## src/rtl/tpu_operand_feeder.sv

```systemverilog
// Operand-pair FIFO feeding a handshaked multiplier: issues one pair, waits for
// ready/error/timeout, then holds the product until the consumer acknowledges it.
module tpu_operand_feeder #(
  parameter int unsigned DEPTH   = 4,
  parameter int unsigned TIMEOUT = 16
) (
  input  logic                     clk,
  input  logic                     reset,
  input  logic                     wr_en,
  input  logic [7:0]               wr_a,
  input  logic [7:0]               wr_b,
  output logic                     in_full,
  output logic                     in_empty,
  output logic [$clog2(DEPTH):0]   fifo_count,
  output logic [7:0]               op_a,
  output logic [7:0]               op_b,
  output logic                     sync,
  input  logic                     tpu_ready,
  input  logic                     tpu_error,
  input  logic [15:0]              tpu_out,
  output logic [15:0]              res_data,
  output logic                     res_valid,
  input  logic                     res_ack,
  output logic                     busy,
  output logic                     ovf_flag,
  output logic                     err_flag,
  output logic                     tmo_flag,
  input  logic                     clr_flags
);

  localparam int unsigned AW = $clog2(DEPTH);
  localparam int unsigned CW = AW + 1;
  localparam int unsigned TW = (TIMEOUT > 2) ? $clog2(TIMEOUT) : 1;

  typedef enum logic [1:0] {IDLE, ISSUE, WAIT, HOLD} state_e;

  state_e          state_q;
  logic [AW-1:0]   wptr_q, wptr_d, rptr_q, rptr_d;
  logic [CW-1:0]   count_q, count_d;
  logic [7:0]      mem_a_q [DEPTH];
  logic [7:0]      mem_b_q [DEPTH];
  logic [TW-1:0]   wcnt_q;
  logic [7:0]      op_a_q, op_b_q;
  logic [15:0]     res_data_q;
  logic            sync_q, res_valid_q, ovf_q, err_q, tmo_q;
  logic            full, empty, push_ok, pop, ovf_set, resp_en, err_set, tmo_set;

  assign full  = (count_q == CW'(DEPTH));
  assign empty = (count_q == '0);

  // Full is taken from the registered count, so a same-cycle pop never frees room.
  always_comb begin
    push_ok = wr_en && !full;
    pop     = (state_q == ISSUE);
    ovf_set = wr_en && full;
    resp_en = (state_q == WAIT) && (wcnt_q != '0);
    err_set = resp_en && tpu_error;
    tmo_set = (state_q == WAIT) && !(resp_en && (tpu_ready || tpu_error))
              && (wcnt_q == TW'(TIMEOUT - 1));
    wptr_d  = push_ok ? wptr_q + AW'(1) : wptr_q;
    rptr_d  = pop ? rptr_q + AW'(1) : rptr_q;
    count_d = count_q + CW'(push_ok) - CW'(pop);
  end

  always_ff @(posedge clk) begin
    if (reset) begin
      wptr_q  <= '0;
      rptr_q  <= '0;
      count_q <= '0;
    end else begin
      wptr_q  <= wptr_d;
      rptr_q  <= rptr_d;
      count_q <= count_d;
    end
  end

  always_ff @(posedge clk) begin
    if (!reset && push_ok) begin
      mem_a_q[wptr_q] <= wr_a;
      mem_b_q[wptr_q] <= wr_b;
    end
  end

  // Operands are latched on the IDLE->ISSUE edge so they are valid with sync.
  always_ff @(posedge clk) begin
    if (reset) begin
      state_q     <= IDLE;
      sync_q      <= 1'b0;
      op_a_q      <= '0;
      op_b_q      <= '0;
      res_data_q  <= '0;
      res_valid_q <= 1'b0;
      wcnt_q      <= '0;
      ovf_q       <= 1'b0;
      err_q       <= 1'b0;
      tmo_q       <= 1'b0;
    end else begin
      sync_q <= 1'b0;
      ovf_q  <= ovf_set | (ovf_q & ~clr_flags);
      err_q  <= err_set | (err_q & ~clr_flags);
      tmo_q  <= tmo_set | (tmo_q & ~clr_flags);
      case (state_q)
        IDLE: begin
          wcnt_q <= '0;
          if (!empty) begin
            state_q <= ISSUE;
            sync_q  <= 1'b1;
            op_a_q  <= mem_a_q[rptr_q];
            op_b_q  <= mem_b_q[rptr_q];
          end
        end
        ISSUE: begin
          state_q <= WAIT;
          wcnt_q  <= '0;
        end
        WAIT: begin
          if (resp_en && tpu_error) begin
            state_q <= IDLE;
          end else if (resp_en && tpu_ready) begin
            res_data_q  <= tpu_out;
            res_valid_q <= 1'b1;
            state_q     <= HOLD;
          end else if (wcnt_q == TW'(TIMEOUT - 1)) begin
            state_q <= IDLE;
          end else begin
            wcnt_q <= wcnt_q + TW'(1);
          end
        end
        HOLD: begin
          if (res_ack) begin
            res_valid_q <= 1'b0;
            state_q     <= IDLE;
          end
        end
        default: state_q <= IDLE;
      endcase
    end
  end

  assign in_full    = full;
  assign in_empty   = empty;
  assign fifo_count = count_q;
  assign op_a       = op_a_q;
  assign op_b       = op_b_q;
  assign sync       = sync_q;
  assign res_data   = res_data_q;
  assign res_valid  = res_valid_q;
  assign busy       = (state_q != IDLE);
  assign ovf_flag   = ovf_q;
  assign err_flag   = err_q;
  assign tmo_flag   = tmo_q;

endmodule
```

## config.mk

```make
export PLATFORM = sky130hd
export DESIGN_NAME = tpu_operand_feeder
export DESIGN_NICKNAME = d
export VERILOG_FILES = /design/src/rtl/tpu_operand_feeder.sv
export SDC_FILE = /design/constraint.sdc
export NUM_CORES = 1
export LEC_CHECK = 0
export CAP_MARGIN = 20
export CELL_PAD_IN_SITES_DETAIL_PLACEMENT = 2
export CELL_PAD_IN_SITES_GLOBAL_PLACEMENT = 2
export CORE_ASPECT_RATIO = 1.25
export CORE_MARGIN = 5
export CORE_UTILIZATION = 39
export CTS_CLUSTER_SIZE = 28
export DETAILED_ROUTE_END_ITERATION = 7
export PLACE_DENSITY_LB_ADDON = 0.1
export SLEW_MARGIN = 20
export SYNTH_ARGS = -nofsm -noshare
export SYNTH_HDL_FRONTEND = slang
export SYNTH_SLANG_ARGS = --single-unit
```

## constraint.sdc

```tcl
create_clock -name clk -period 5.8 [get_ports clk]
set_input_delay 0.58 -clock clk [delete_from_list [all_inputs] [get_ports clk]]
set_output_delay 0.58 -clock clk [all_outputs]
set_load 0.02 [all_outputs]
```

==> impl_results.html, run 1 <==
<table>
<tr><th>Metric</th><th>Value</th></tr>
<tr><th colspan="2">Outcome</th></tr>
<tr><td>Run status</td><td>finished, final reports clean</td></tr>
<tr><th colspan="2">STA</th></tr>
<tr><td>Final Setup Violations</td><td>0</td></tr>
<tr><td>Final period utilization</td><td>42.2%</td></tr>
<tr><td>Final hold viol count</td><td>0</td></tr>
<tr><td>Max Clk Rate</td><td>409 MHz</td></tr>
<tr><td>Min Clock Period, post-route</td><td>2450 ps</td></tr>
<tr><td>Sum of negative setup slack</td><td>0 ps</td></tr>
<tr><td>Final slew viol count</td><td>0</td></tr>
<tr><td>Post-Route Skew</td><td>9.55 ps</td></tr>
<tr><td>Worst Max-Slew Pin Slew</td><td>897 ps</td></tr>
<tr><td>Unrepaired setup endpoints after global routing</td><td>no</td></tr>
<tr><td>Max-Slew Margin vs Limit</td><td>40.1%</td></tr>
<tr><th colspan="2">Clock tree</th></tr>
<tr><td>H-tree depth reported by CTS</td><td>4</td></tr>
<tr><td>Setup Fix Bufs, Post-CTS</td><td>0</td></tr>
<tr><td>Later-pin clock latency in the skew report</td><td>410 ps</td></tr>
<tr><td>Clock root buffer</td><td>sky130_fd_sc_hd__clkbuf_16</td></tr>
<tr><td>Clock tree from TritonCTS</td><td>yes</td></tr>
<tr><td>CTS sink count</td><td>114</td></tr>
<tr><td>Number of hold buffers added after cts</td><td>0</td></tr>
<tr><td>Clock-pin slew on the worst setup and hold paths</td><td>50 ps</td></tr>
<tr><td>Longest Clk Path Bufs</td><td>2</td></tr>
<tr><td>Number of gates resized after cts</td><td>0</td></tr>
<tr><td>TritonCTS Buffers</td><td>17</td></tr>
<tr><th colspan="2">Worst hold path</th></tr>
<tr><td>WHS Path Cells</td><td>2</td></tr>
<tr><td>Worst hold path startpoint</td><td>tmo_flag</td></tr>
<tr><td>End of the worst hold path</td><td>tmo_flag</td></tr>
<tr><td>Worst Hold Class</td><td>register to register</td></tr>
<tr><th colspan="2">Critical path</th></tr>
<tr><td>FF-to-FF Start</td><td>fifo_count[2]</td></tr>
<tr><td>Slowest library cell on the worst path</td><td>sky130_fd_sc_hd__dfxtp_1</td></tr>
<tr><td>Crit path DAT</td><td>2730 ps</td></tr>
<tr><td>Cells traversed along the worst timing path</td><td>nor3b_1 &gt; nand2b_1 &gt; ha_1 &gt; inv_1 &gt; ha_1 &gt; inv_1 &gt; fa_1 &gt; xor2_1 &gt; xnor2_1 &gt; nor2_1</td></tr>
<tr><td>Register-to-register path setup slack</td><td>3350 ps</td></tr>
<tr><td>Max incr delay on CP</td><td>410 ps</td></tr>
<tr><td>Category of cells accounting for the largest share of critical-path delay</td><td>adder cells</td></tr>
<tr><td>Depth of the worst register-to-register path</td><td>10</td></tr>
<tr><td>Critical path data required time</td><td>6080 ps</td></tr>
<tr><td>WP buf/inv</td><td>2</td></tr>
<tr><td>Crit Path Category</td><td>register to register</td></tr>
<tr><td>Reg-to-reg endpoint</td><td>fifo_count[2]</td></tr>
<tr><td>Category of the worst setup path capture point</td><td>register</td></tr>
<tr><td>Worst setup SP type</td><td>register</td></tr>
<tr><td>CP max FO</td><td>4</td></tr>
<tr><th colspan="2">Global routing</th></tr>
<tr><td>First-pass GRT wire length</td><td>16.6 mm</td></tr>
<tr><td>Via count of the first global-routing pass</td><td>3,073</td></tr>
<tr><td>Maximum number of pins on one net before global-route repair</td><td>35</td></tr>
<tr><td>Total overflow reported by the global router</td><td>0</td></tr>
<tr><td>Gr usage total</td><td>16.2%</td></tr>
<tr><td>Antenna violations before repair</td><td>0</td></tr>
<tr><th colspan="2">Yosys</th></tr>
<tr><td>Post-synth design cell area</td><td>4330 um2</td></tr>
<tr><td>Yosys warns</td><td>0</td></tr>
<tr><td>Largest family of logic cells by synthesized area</td><td>multiplexers</td></tr>
<tr><td>Multiplexer area fraction after synthesis</td><td>12.2%</td></tr>
<tr><td>Fraction of post-synthesis cell area in the top cell type by area</td><td>44.3%</td></tr>
<tr><td>Synthesized area divided by synthesized cell count</td><td>15.6 um2</td></tr>
<tr><td>Share of synthesized cell area in and, or, nand and nor gates</td><td>7.22%</td></tr>
<tr><td>Area fraction in compound gates after synthesis</td><td>6.41%</td></tr>
<tr><td>Syn_nets</td><td>325</td></tr>
<tr><td>Library cells used by synthesis</td><td>39</td></tr>
<tr><td>Share of the yosys chip area belonging to registers</td><td>67.4%</td></tr>
<tr><td>Post-synthesis xor/xnor area fraction</td><td>1.01%</td></tr>
<tr><td>Area share of fa/ha/maj cells after synthesis</td><td>2.77%</td></tr>
<tr><td>Most area-consuming cells after synthesis</td><td>sky130_fd_sc_hd__edfxtp_1 (44%), sky130_fd_sc_hd__dfxtp_1 (23%), sky130_fd_sc_hd__mux4_2 (8.3%)</td></tr>
<tr><td>Total of flip-flops plus latches after synthesis</td><td>114</td></tr>
<tr><td>Cell accounting for the most synthesized area</td><td>sky130_fd_sc_hd__edfxtp_1</td></tr>
<tr><td>Syn Inst Count</td><td>277</td></tr>
<tr><th colspan="2">Place</th></tr>
<tr><td>Count of buffers inserted at the top-level ports</td><td>81</td></tr>
<tr><td>Placed wire-length estimate</td><td>6.82 mm</td></tr>
<tr><td>Dpl cells</td><td>482</td></tr>
<tr><td>Final estimated routing congestion in global placement</td><td>0.695</td></tr>
<tr><th colspan="2">Run</th></tr>
<tr><td>Max cap viols</td><td>0</td></tr>
<tr><th colspan="2">Final layout</th></tr>
<tr><td>Filler-free cell count of the finished design</td><td>514</td></tr>
<tr><td>Final-stage net count</td><td>414</td></tr>
<tr><td>Number of filler cells placed in the layout</td><td>1,020</td></tr>
<tr><td>Count of antenna diodes in the layout</td><td>0</td></tr>
<tr><td>Total area of multi-input combinational cells</td><td>1280 um2</td></tr>
<tr><td>Sequential Area</td><td>2920 um2</td></tr>
<tr><td>Synthesis-to-layout area growth</td><td>33.7%</td></tr>
<tr><td>Share of final-layout standard cells stronger than drive strength 1</td><td>13.5%</td></tr>
<tr><td>Final core occ</td><td>52.8%</td></tr>
<tr><th colspan="2">Drt</th></tr>
<tr><td>Drt first-iter violations</td><td>93</td></tr>
<tr><td>Ratio of routed vias to standard cells</td><td>5.04</td></tr>
<tr><td>Total number of vias</td><td>2,592</td></tr>
<tr><td>DRC violation count after routing</td><td>0</td></tr>
<tr><td>First-pass iteration count of the detailed router</td><td>4</td></tr>
<tr><td>Routed length per placed instance</td><td>19.7 um</td></tr>
<tr><td>Post-detailed-route count of antenna-violating nets</td><td>0</td></tr>
<tr><td>Final wirelength</td><td>10.1 mm</td></tr>
<tr><th colspan="2">Power</th></tr>
<tr><td>Power per unit of standard cell area</td><td>463 nW/um2</td></tr>
<tr><td>Pleak</td><td>2.17 nW</td></tr>
<tr><td>Peak supply drop</td><td>0.216 mV</td></tr>
<tr><th colspan="2">Floorplanning</th></tr>
<tr><td>Number of top-level design ports</td><td>82</td></tr>
<tr><td>Initial cell density of the core</td><td>39.5%</td></tr>
<tr><td>Die span in x</td><td>104 um</td></tr>
<tr><td>Total Die Area</td><td>13,300 um2</td></tr>
<tr><td>Total number of placement rows</td><td>43</td></tr>
<tr><td>Chip Height</td><td>128 um</td></tr>
<tr><td>Total core area</td><td>11,000 um2</td></tr>
</table>
cells in the mapped netlist (all sizes together):
master and number:
edfxtp 64, dfxtp 50, nor2 32, mux2i 17, a22o 16, mux4 16
buf 9, ha 8, inv 8, clkbuf 5, nand2 5, nor2b 5
and2 4, nand2b 3, nor3 3, o211ai 3, o21a 3, xnor2 3
a311oi 2, a31oi 2, and2b 2, and3 2, nand3 2, xor2 2
a2111oi 1, a21oi 1, a22oi 1, a32oi 1, fa 1, nand3b 1
nand4b 1, nor3b 1, o21ai 1, o41ai 1, or3b 1
worst min-delay path, delay by kind of cell (launching register included):
kind | cells | cell delay, ps
flip-flops | 1 | 310
AND/OR/NAND/NOR | 1 | 60
AO/OA/AOI/OAI | 1 | 50
per-stage QoR:
| step | total power, W | hold slack (ps) | setup slack (ps) | cell area, um2 |
|---|---|---|---|---|
| 2_1_floorplan | 0.00146 | 478 | 3120 | 4330 |
| 3_3_place_gp | 0.00172 | 457 | 3190 | 5240 |
| 3_5_place_dp | 0.00175 | 465 | 3130 | 5240 |
| 4_1_cts | 0.00273 | 477 | 3290 | 5790 |
| 5_1_grt | 0.00283 | 497 | 3150 | 5790 |
| 6_report | 0.00269 | 466 | 3350 | 5790 |
state kept, by name, indices dropped and copies added (netlist names):
| register | flops |
|---|---|
| err_flag | 1 |
| fifo_count | 3 |
| mem_a_q | 32 |
| mem_b_q | 32 |
| op_a | 8 |
| op_b | 8 |
| ovf_flag | 1 |
| res_data | 16 |
| res_valid | 1 |
| rptr_q | 2 |
| state_q | 2 |
| sync | 1 |
| tmo_flag | 1 |
| wcnt_q | 4 |
| wptr_q | 2 |
cell type report:
class                           count  area share [%]
Sequential cell                   114            50.4
Multi-Input combinational cell    141            22.2
Timing Repair Buffer               84            14.4
Clock buffer                       26            8.62
Tap cell                          135            2.92
Clock inverter                      6           0.950
Inverter                            8           0.518
worst max path at each step:
stage                  startpoint  slack (ps)             to  cells after the start
floorplan           fifo_count[2]        3120  fifo_count[2]                     10
global placement            wr_en        3190  fifo_count[2]                     10
detailed placement          reset        3130  mem_b_q[1][3]                      4
CTS                 fifo_count[1]        3290  fifo_count[2]                     10
global route        fifo_count[2]        3150  fifo_count[2]                     10
finish              fifo_count[2]        3350  fifo_count[2]                     10
kinds of logic after synthesis:
logic type / after synthesis
DFF: 114
and+or+nand+nor: 62
muxes: 33
AOI/OAI and AO/OA: 32
buffers and inverters: 22
adders and majority gates: 9
xor gates and xnor gates: 5
metal layers:
layer / share of wire, % / global-route usage [%]
met5: 0 / 0
met4: 1.3 / 5.49
met3: 5.4 / 6.10
met2: 54 / 28.9
met1: 39 / 17.7
placed cells by master, fill, tap and decap left out, drive strengths merged:
master         instances
nor2                  32
dfxtp                 50
xor2                   2
xnor2                  3
and3                   2
nor2b                  5
a311oi                 2
a22oi                  1
nor3                   3
o211ai                 3
mux2i                 17
o21ai                  1
or3b                   1
buf                    3
nand2b                 3
a32oi                  1
nand2                  5
a21oi                  1
and2                   4
inv                    8
a31oi                  2
clkbuf                26
clkdlybuf4s50         81
a22o                  16
mux4                  16
o41ai                  1
and2b                  2
a2111oi                1
o21a                   3
bufinv                 1
nand3b                 1
ha                     8
nor3b                  1
nand4b                 1
edfxtp                64
nand3                  2
clkinv                 5
fa                     1
where the power goes:
part           switching (W)  internal, W  leakage, nW  total, W
logic               0.000337     0.000336        0.900  0.000673
registers          0.0000819     0.000963        0.988   0.00105
clock network       0.000337     0.000630        0.278  0.000967
total               0.000756      0.00193         2.17   0.00269
No activity file was read; power rests on OpenSTA's default activity.
==> run 2, diff against run 1 <==
CORE_UTILIZATION = 36   (was 39)
clock period = 2.35 ns   (was 5.8 ns; I/O delays follow)
==> run 2 against run 1 <==
Core utilization decreased by 1.7 points. First-iteration DRC count increased by 22%. Maximum frequency increased by 14%. Critical endpoint unchanged. Via count increased by 3.4%. Non-clock buffer count increased by 13.
==> impl_results.html, run 2 (same netlist as run 1, synthesis figures left out) <==
<table>
<tr><th>Metric</th><th>Value</th></tr>
<tr><th colspan="2">Outcome</th></tr>
<tr><td>Run status</td><td>finished, final reports clean</td></tr>
<tr><th colspan="2">Critical path</th></tr>
<tr><td>Category of the worst setup path capture point</td><td>register</td></tr>
<tr><td>Depth of the worst register-to-register path</td><td>10</td></tr>
<tr><td>Reg-to-reg endpoint</td><td>fifo_count[2]</td></tr>
<tr><td>FF-to-FF Start</td><td>fifo_count[1]</td></tr>
<tr><td>Crit Path Category</td><td>register to register</td></tr>
<tr><td>CP max FO</td><td>5</td></tr>
<tr><td>Worst setup SP type</td><td>register</td></tr>
<tr><td>Crit path DAT</td><td>2430 ps</td></tr>
<tr><td>Startpoint of the worst setup timing path</td><td>fifo_count[1]</td></tr>
<tr><td>Register-to-register path setup slack</td><td>210 ps</td></tr>
<tr><td>Capturing element of the worst setup path</td><td>fifo_count[2]</td></tr>
<tr><td>Critical path data required time</td><td>2640 ps</td></tr>
<tr><th colspan="2">Floorplanning</th></tr>
<tr><td>Die span in x</td><td>108 um</td></tr>
<tr><td>Total number of placement rows</td><td>44</td></tr>
<tr><td>Total Die Area</td><td>14,300 um2</td></tr>
<tr><td>Chip Height</td><td>133 um</td></tr>
<tr><td>Total core area</td><td>11,700 um2</td></tr>
<tr><td>Number of top-level design ports</td><td>82</td></tr>
<tr><td>Initial cell density of the core</td><td>37.0%</td></tr>
<tr><th colspan="2">Power</th></tr>
<tr><td>Switching power as a share of total power</td><td>28.3%</td></tr>
<tr><td>Peak supply drop</td><td>0.501 mV</td></tr>
<tr><td>Clock network power share</td><td>37.5%</td></tr>
<tr><td>Internal</td><td>0.00498 W</td></tr>
<tr><td>Pleak</td><td>2.25 nW</td></tr>
<tr><td>Power per unit of standard cell area</td><td>1160 nW/um2</td></tr>
<tr><td>Switching power of the nets</td><td>0.00196 W</td></tr>
<tr><td>Power share of the combinational group</td><td>25.3%</td></tr>
<tr><td>Fraction of power consumed by sequential logic</td><td>37.2%</td></tr>
<tr><th colspan="2">Final layout</th></tr>
<tr><td>Highest-count cells in the layout ignoring fill and taps</td><td>sky130_fd_sc_hd__clkdlybuf4s50_1 (81), sky130_fd_sc_hd__edfxtp_1 (64), sky130_fd_sc_hd__dfxtp_1 (48), sky130_fd_sc_hd__nor2_1 (30)</td></tr>
<tr><td>Leading cell type in the layout, fill and taps excluded</td><td>sky130_fd_sc_hd__clkdlybuf4s50_1</td></tr>
<tr><td>Synthesis-to-layout area growth</td><td>38.3%</td></tr>
<tr><td>Area of all placed cells without fillers</td><td>5990 um2</td></tr>
<tr><td>Count of antenna diodes in the layout</td><td>0</td></tr>
<tr><td>Final-stage net count</td><td>427</td></tr>
<tr><td>Share of final-layout standard cells stronger than drive strength 1</td><td>17.3%</td></tr>
<tr><td>Final core occ</td><td>51.1%</td></tr>
<tr><th colspan="2">Place</th></tr>
<tr><td>Setup Slack @ Placement</td><td>133 ps</td></tr>
<tr><td>Count of buffers inserted at the top-level ports</td><td>81</td></tr>
<tr><td>Final estimated routing congestion in global placement</td><td>0.744</td></tr>
<tr><td>Placed Area</td><td>5400 um2</td></tr>
<tr><td>Placed wire-length estimate</td><td>7.42 mm</td></tr>
<tr><th colspan="2">STA</th></tr>
<tr><td>Final slew viol count</td><td>0</td></tr>
<tr><td>Final setup slack of the worst path</td><td>210 ps</td></tr>
<tr><td>Max Clk Rate</td><td>467 MHz</td></tr>
<tr><td>Sum of negative setup slack</td><td>0 ps</td></tr>
<tr><td>Final period utilization</td><td>91.1%</td></tr>
<tr><td>Final hold viol count</td><td>0</td></tr>
<tr><td>Min Clock Period, post-route</td><td>2140 ps</td></tr>
<tr><td>Worst Max-Slew Pin Slew</td><td>861 ps</td></tr>
<tr><td>Final Setup Violations</td><td>0</td></tr>
<tr><td>Max-Slew Margin vs Limit</td><td>42.5%</td></tr>
<tr><td>Unrepaired setup endpoints after global routing</td><td>no</td></tr>
<tr><td>Post-Route Skew</td><td>12.8 ps</td></tr>
<tr><th colspan="2">Clock tree</th></tr>
<tr><td>CTS sink count</td><td>114</td></tr>
<tr><td>Number of hold buffers added after cts</td><td>0</td></tr>
<tr><td>H-tree depth reported by CTS</td><td>4</td></tr>
<tr><td>Clock root buffer</td><td>sky130_fd_sc_hd__clkbuf_16</td></tr>
<tr><td>Clock-pin slew on the worst setup and hold paths</td><td>50 ps</td></tr>
<tr><td>Longest Clk Path Bufs</td><td>2</td></tr>
<tr><td>TritonCTS Buffers</td><td>17</td></tr>
<tr><td>Setup Fix Bufs, Post-CTS</td><td>0</td></tr>
<tr><td>Clock tree from TritonCTS</td><td>yes</td></tr>
<tr><td>Later-pin clock latency in the skew report</td><td>410 ps</td></tr>
<tr><th colspan="2">Drt</th></tr>
<tr><td>Ratio of routed vias to standard cells</td><td>4.85</td></tr>
<tr><td>Total number of vias</td><td>2,680</td></tr>
<tr><td>DRC violation count after routing</td><td>0</td></tr>
<tr><td>Routed length per placed instance</td><td>20.2 um</td></tr>
<tr><td>Final wirelength</td><td>11.2 mm</td></tr>
<tr><td>First-pass iteration count of the detailed router</td><td>4</td></tr>
<tr><td>Post-detailed-route count of antenna-violating nets</td><td>0</td></tr>
<tr><td>Drt first-iter violations</td><td>113</td></tr>
<tr><th colspan="2">Global routing</th></tr>
<tr><td>Total overflow reported by the global router</td><td>0</td></tr>
<tr><td>Gr usage total</td><td>16.5%</td></tr>
<tr><td>First-pass GRT wire length</td><td>17.4 mm</td></tr>
<tr><td>Maximum number of pins on one net before global-route repair</td><td>22</td></tr>
<tr><td>Via count of the first global-routing pass</td><td>3,038</td></tr>
<tr><td>Antenna violations before repair</td><td>0</td></tr>
<tr><th colspan="2">Worst hold path</th></tr>
<tr><td>Worst Hold Class</td><td>primary input to register</td></tr>
<tr><td>Worst hold path startpoint</td><td>tpu_out[0]</td></tr>
<tr><th colspan="2">Run</th></tr>
<tr><td>Max cap viols</td><td>0</td></tr>
</table>
-- run 2: final cells by class --
| class | instances | area (um2) |
|---|---|---|
| multi-input cells | 141 | 1300 |
| well taps | 161 | 201 |
| fillers | 1113 | 5730 |
| inverters | 8 | 30.0 |
| flip-flops and latches | 114 | 2930 |
| clock buffers | 21 | 460 |
| clock inverters | 11 | 135 |
| repair buffers | 97 | 943 |
-- run 2: power groups by stage --
| stage | logic, W | clock network, W | registers (W) |
|---|---|---|---|
| after floorplan | 0.000897 | 0 | 0.00273 |
| after global placement | 0.00173 | 0 | 0.00259 |
| after detailed placement | 0.00176 | 0 | 0.00262 |
| after CTS | 0.00180 | 0.00265 | 0.00259 |
| after global routing | 0.00188 | 0.00277 | 0.00262 |
| final | 0.00176 | 0.00260 | 0.00258 |
-- run 2: how the worst min path moves through the flow --
stage	end	slack, ps	depth (start not counted)
6_report	res_data[0]	440	3
5_1_grt	res_data[7]	450	3
4_1_cts	res_data[0]	420	3
3_5_place_dp	tmo_flag	460	2
3_3_place_gp	tmo_flag	460	2
2_1_floorplan	mem_a_q[0][0]	330	0
-- run 2: metal layers --
layer	vias to the layer above	track usage, %	wire length, um
met1	1360	18.7	4440
met3	12	5.80	638
met2	74	28.3	5940
li1	1234	-	-
met5	-	0	0
met4	0	6.53	161
-- run 2: worst max-delay path, stage by stage (launching register included) --
cell and delay [ps]:
sky130_fd_sc_hd__dfxtp_2 360, sky130_fd_sc_hd__nor3b_4 250, sky130_fd_sc_hd__nand2b_1 160, sky130_fd_sc_hd__ha_1 230, sky130_fd_sc_hd__inv_1 60, sky130_fd_sc_hd__ha_1 130, sky130_fd_sc_hd__inv_1 60, sky130_fd_sc_hd__fa_1 400
sky130_fd_sc_hd__xor2_1 180, sky130_fd_sc_hd__xnor2_1 140, sky130_fd_sc_hd__nor2_1 50
-- run 2: metrics by stage --
step | instances | hold slack, ps | power (W)
3_3_place_gp | 521 | 455 | 0.00432
2_1_floorplan | 277 | 334 | 0.00363
6_report | 553 | 436 | 0.00694
5_1_grt | 553 | 454 | 0.00726
4_1_cts | 553 | 424 | 0.00704
3_5_place_dp | 521 | 464 | 0.00438
-- run 2: repair_timing --
item / CTS / global route
endpoints found under the setup margin: 0 / 1
endpoints found under the hold margin: 0 / 0
gates resized for setup: 0 / 1
